`src/rtl/reg_ctrl_arbiter.sv`:
```
// reg_ctrl_arbiter
//   Round-robin arbiter that shares one reg_ctrl register-file port between
//   NUM_REQ requesters. Each requester issues single read/write commands and
//   receives a one-cycle completion pulse. The arbiter owns the downstream
//   sel/wr sequencing, including the ready-recovery cycle after every read.
//
// Ports
//   clk, rstn            clock, asynchronous active-low reset
//   req_valid/req_wr     per-requester command valid / write(1) read(0)
//   req_addr/req_wdata   packed per-requester address / write data
//   req_ready            one-hot command accept (combinational, IDLE only)
//   rsp_valid            one-hot completion pulse
//   rsp_rdata            read data with rsp_valid (0 for writes and when idle)
//   m_addr/m_sel/m_wr/m_wdata/m_rdata/m_ready   register-file port
//
// Timing (grant at cycle T)
//   write: WR at T+1, rsp_valid at T+2
//   read : RD_ISSUE at T+1 (accepted), RD_WAIT at T+2 (rdata valid),
//          rsp_valid at T+3
module reg_ctrl_arbiter #(
  parameter int NUM_REQ    = 4,
  parameter int ADDR_WIDTH = 8,
  parameter int DATA_WIDTH = 16
) (
  input  logic                             clk,
  input  logic                             rstn,
  input  logic [NUM_REQ-1:0]               req_valid,
  input  logic [NUM_REQ-1:0]               req_wr,
  input  logic [NUM_REQ*ADDR_WIDTH-1:0]    req_addr,
  input  logic [NUM_REQ*DATA_WIDTH-1:0]    req_wdata,
  output logic [NUM_REQ-1:0]               req_ready,
  output logic [NUM_REQ-1:0]               rsp_valid,
  output logic [DATA_WIDTH-1:0]            rsp_rdata,
  output logic [ADDR_WIDTH-1:0]            m_addr,
  output logic                             m_sel,
  output logic                             m_wr,
  output logic [DATA_WIDTH-1:0]            m_wdata,
  input  logic [DATA_WIDTH-1:0]            m_rdata,
  input  logic                             m_ready
);

  localparam int IDX_W = (NUM_REQ > 1) ? $clog2(NUM_REQ) : 1;

  typedef enum logic [1:0] {IDLE, WR, RD_ISSUE, RD_WAIT} state_t;

  state_t state, state_nxt;

  logic [NUM_REQ-1:0][ADDR_WIDTH-1:0] addr_arr;
  logic [NUM_REQ-1:0][DATA_WIDTH-1:0] wdata_arr;

  logic [IDX_W-1:0]   rr_ptr;
  logic [IDX_W-1:0]   owner;
  logic [IDX_W-1:0]   win_idx;
  logic [IDX_W-1:0]   next_ptr;
  logic [NUM_REQ-1:0] lo_mask;
  logic [NUM_REQ-1:0] hi_req;
  logic               grant;

  // Flat buses reinterpreted as per-requester packed arrays (same bit layout).
  assign addr_arr  = req_addr;
  assign wdata_arr = req_wdata;

  // Requesters at or above rr_ptr form the preferred group; the rest are the
  // wrap-around group searched only when the preferred group is empty.
  assign lo_mask = (NUM_REQ'(1) << rr_ptr) - NUM_REQ'(1);
  assign hi_req  = req_valid & ~lo_mask;

  // Lowest set bit of the preferred group, else lowest set bit overall.
  always_comb begin
    win_idx = '0;
    for (int i = NUM_REQ - 1; i >= 0; i--) begin
      if (req_valid[i]) win_idx = IDX_W'(i);
    end
    if (|hi_req) begin
      for (int i = NUM_REQ - 1; i >= 0; i--) begin
        if (hi_req[i]) win_idx = IDX_W'(i);
      end
    end
  end

  assign next_ptr = (win_idx == IDX_W'(NUM_REQ - 1)) ? '0 : win_idx + IDX_W'(1);

  // Grants only when the register file is ready so the command issued next
  // cycle is not stalled from the start.
  assign grant     = (state == IDLE) && m_ready && (|req_valid);
  assign req_ready = grant ? (NUM_REQ'(1) << win_idx) : '0;

  // m_sel stays high through RD_WAIT: the register file restores ready on
  // sel while ready is low, and dropping sel right after IDLE prevents a
  // second read being accepted.
  assign m_sel = (state != IDLE);
  assign m_wr  = (state == WR);

  always_comb begin
    state_nxt = state;
    case (state)
      IDLE:     if (grant) state_nxt = req_wr[win_idx] ? WR : RD_ISSUE;
      WR:       if (m_ready) state_nxt = IDLE;
      RD_ISSUE: if (m_ready) state_nxt = RD_WAIT;
      RD_WAIT:  state_nxt = IDLE;
      default:  state_nxt = IDLE;
    endcase
  end

  always_ff @(posedge clk or negedge rstn) begin
    if (!rstn) begin
      state     <= IDLE;
      rr_ptr    <= '0;
      owner     <= '0;
      m_addr    <= '0;
      m_wdata   <= '0;
      rsp_valid <= '0;
      rsp_rdata <= '0;
    end else begin
      state     <= state_nxt;
      rsp_valid <= '0;
      rsp_rdata <= '0;
      if (grant) begin
        owner   <= win_idx;
        rr_ptr  <= next_ptr;
        m_addr  <= addr_arr[win_idx];
        m_wdata <= wdata_arr[win_idx];
      end
      if (state == WR && m_ready) begin
        rsp_valid <= NUM_REQ'(1) << owner;
      end
      if (state == RD_WAIT) begin
        rsp_valid <= NUM_REQ'(1) << owner;
        rsp_rdata <= m_rdata;
      end
    end
  end

endmodule

```
`config.mk`:
```
export PLATFORM = sky130hd
export DESIGN_NAME = reg_ctrl_arbiter
export DESIGN_NICKNAME = d
export VERILOG_FILES = /design/src/rtl/reg_ctrl_arbiter.sv
export SDC_FILE = /design/constraint.sdc
export NUM_CORES = 1
export LEC_CHECK = 0
export ABC_AREA = 1
export BUFFER_PORTS_ARGS = -buffer_cell sky130_fd_sc_hd__buf_4
export CAP_MARGIN = 0
export CELL_PAD_IN_SITES_DETAIL_PLACEMENT = 0
export CELL_PAD_IN_SITES_GLOBAL_PLACEMENT = 1
export CORE_UTILIZATION = 33
export DETAILED_ROUTE_END_ITERATION = 7
export GPL_TIMING_DRIVEN = 0
export PLACE_DENSITY_LB_ADDON = 0.15
export SKIP_LAST_GASP = 1
export SLEW_MARGIN = 15
export SYNTH_ARGS = -nofsm -noshare
export SYNTH_HDL_FRONTEND = slang
export SYNTH_SLANG_ARGS = --single-unit
```
`constraint.sdc`:
```
create_clock -name clk -period 4.1 [get_ports clk]
set_clock_uncertainty 0.2 [all_clocks]
set_input_delay 0.82 -clock clk [delete_from_list [all_inputs] [get_ports clk]]
set_output_delay 0.82 -clock clk [all_outputs]
set_load 0.005 [all_outputs]
```
==> metrics.md <==
| Metric | Value |
|---|---|
| Initial antenna violation count | 0 |
| H-tree depth | 2 |
| Flop pwr share | 30.5% |
| Final setup violation count | 0 |
| Worst setup SP type | primary input |
| Slew Limit Headroom | 58.10% |
| Syn Inst Count | 422 |
| CTS max path bufs | 2 |
| Worst-Margin Slew | 0.6284 ns |
| Critical path endpoint category | output port |
| Vias per std cell | 4.464 |
| TritonCTS Buffers | 5 |
| Vias in the first global route | 3078 |
| Max frequency | 0.3063 GHz |
| Setup CP Type | primary input to output port |
| RSZ-0062 raised after global routing | false |
| Commonest non-fill, non-tap cell in the layout | buf_4 |
| Pin count of the biggest net entering global routing | 51 |
| Post-Syn Nets | 549 |
| Final-stage net count | 728 |
| Sw power | 1.034 mW |
| Cell Pwr Density | 544.1 nW/um^2 |
| Num ports | 173 |
| Synthesized area | 3107 um^2 |
| Slowest stage delay, CP | 0.22 ns |
| Top delay family on crit path | buffers and inverters |
| Post-Route Utilization | 50.42% |
| Commonest non-fill, non-tap cells in the layout | buf_4, nand2_1, inv_1 |
| Later-pin clock latency in the skew report | 0.30 ns |
| Buf/Inv on CP | 6 |
| Maximum fanout along the worst path | 11 |
| Clock sink count | 50 |
| Synth unique cells | 26 |
| Max-Cap Viols | 0 |
| Antenna-violating nets left | 0 |
| Residual DRC | 0 |
| Worst vdd ir | 0.0001824 V |
| Switching share of power | 40.97% |
| Gr usage total | 18.52% |
| CORE AREA | 9196 um^2 |
| Layout cell share with drive strength beyond 1 | 36.88% |
| Layout fillers | 960 |
| CP max-delay cell | a21oi_1 |
| Iteration count of the initial detailed-routing pass | 4 |
| Synth top area share | 40.27% |
| Post-DR wirelength/cell | 12.48 um |
| GR Overflow Total | 0 |
| R2R Setup Slk | 2.16 ns |
| DR iter-0 viols | 81 |
| Clock power frac | 12.4% |
| Combinational share of power | 57.1% |
| GP Congestion | 0.8418 |
| Chip height | 99.03 um |
| Leak | 2.766 nW |
| Seq/Total Area, Yosys | 40.27% |
| Final hold violations | 0 |
| Diode count | 0 |
| Ys Warns | 0 |
| Overall power | 2.523 mW |
| Reg clk slew, reported paths | 0.09 ns |
| Synthesized flop and latch total | 50 |
| Initial core utilization | 33.78% |
| Outcome | completed |
| Max Slew Vio Count | 0 |
| First-pass GRT wire length | 14380 um |
| Root Buffer Master | clkbuf_8 |
| Tmin final | 3.264 ns |
| Mean post-synth cell area | 7.362 um^2 |
| Internal power | 1.489 mW |
| Fin crit share | 79.62% |
| Worst hold path class | flop to flop |
| Leading area contributor after synthesis | dfrtp_1 |
| Hold Buf Count CTS | 0 |
| Die Span X | 99.03 um |
| Number of gates resized after CTS | 0 |
| Dpl hpwl | 6966 um |
| Worst path arrival time | 2.24 ns |
| Row Count | 35 |
| Vias post-DR | 3183 |
| Die Area | 9806 um^2 |
| TNS Setup | 0 ns |
| Main area contributors after synthesis | dfrtp_1, nand2_1, inv_1 |
| Worst-path cell chain | buf_4 -> inv_1 -> nor3_1 -> a21oi_1 -> nand2_4 -> inv_4 -> buf_6 -> ha_1 -> inv_1 -> nor2_1 -> buf_4 |
| TritonCTS clock tree | built |
| Post-CTS Setup Inserts | 0 |
| PortBufs | 172 |
| CP required | 3.08 ns |
| Area delta synth->final | 49.26% |
| Final wirelength | 8897 um |
==> worst register-to-register path, cell delays in order (launching register included) <==
cell	delay (ns)
dfrtp_1	0.40
nor3_1	0.27
inv_1	0.18
nand2_8	0.17
buf_8	0.17
inv_2	0.06
ha_1	0.27
nand2_1	0.06
o21ai_0	0.07
==> state kept, by name (all words and copies together) (netlist names) <==
register   count
m_wdata       16
state          2
rr_ptr         2
rsp_valid      4
m_addr         8
owner          2
rsp_rdata     16
==> metal layers <==
layer,track usage [%],routed length (um)
met4,4.018,80
met1,22.17,3836
met5,0,0
met3,4.681,601
met2,33.35,4379
==> final cells by class <==
cell class	instances	area [um^2]	share of cell area [%]
Clock inverter	2	17.52	0.3778
Sequential cell	50	1251	26.98
Multi-Input combinational cell	261	1325	28.58
Tap cell	111	138.9	2.995
Inverter	90	340.3	7.339
Clock buffer	6	82.58	1.781
Buffer	21	190.2	4.101
Timing Repair Buffer	172	1291	27.85
==> power by group through the flow <==
| stage | Sequential [mW] | Clock (mW) | Combinational [mW] |
|---|---|---|---|
| 2_1_floorplan | 0.785 | 0 | 0.857 |
| 3_3_place_gp | 0.776 | 0 | 1.46 |
| 3_5_place_dp | 0.778 | 0 | 1.47 |
| 4_1_cts | 0.771 | 0.322 | 1.47 |
| 5_1_grt | 0.793 | 0.344 | 1.62 |
| 6_report | 0.769 | 0.312 | 1.44 |
==> through the flow <==
step	hold WS, ns	instances	worst slack, ns	instance area, um^2
after global placement	0.2640	705	0.8532	4537
after CTS	0.2913	713	0.8289	4637
after floorplan	0.2526	422	1.296	3107
after global routing	0.3089	713	0.6911	4637
after detailed placement	0.2662	705	0.8252	4537
final	0.2875	713	0.8357	4637
==> cells in the mapped netlist <==
cell type / n
nand3_2: 3
o21ai_0: 2
o21a_1: 2
buf_4: 3
o211ai_1: 41
nand2_2: 2
a21oi_2: 1
buf_2: 5
clkbuf_1: 1
a21oi_1: 3
nand2_1: 155
nor3_1: 5
inv_2: 4
buf_8: 1
o211ai_2: 6
nor2_1: 24
o21ai_2: 1
nand2_4: 3
nand2_8: 1
inv_4: 1
inv_1: 85
nand3_1: 7
dfrtp_1: 50
ha_1: 4
o22ai_1: 1
buf_6: 11
==> worst paths after layout <==
check,from,end,cells after the start
max,req_valid[0],req_ready[3],11
min,m_addr[7]$_DFFE_PN0P_,m_addr[7]$_DFFE_PN0P_,2
max reg2reg,rr_ptr[1]$_DFFE_PN0P_,rr_ptr[1]$_DFFE_PN0P_,8
min reg2reg,m_addr[7]$_DFFE_PN0P_,m_addr[7]$_DFFE_PN0P_,2
max in group asynchronous,rstn,m_wdata[5]$_DFFE_PN0P_,1
min in group asynchronous,rstn,state[1]$_DFFE_PN0P_,1
==> kinds of logic after synthesis <==
kind of cell,count (synthesis),synth area share [%]
AOI/OAI and AO/OA,57,14.38
and+or+nand+nor,200,26.66
adders and majority gates,4,1.611
DFF,50,40.27
buffers and inverters,111,17.08
No activity file was read; power rests on OpenSTA's default activity.
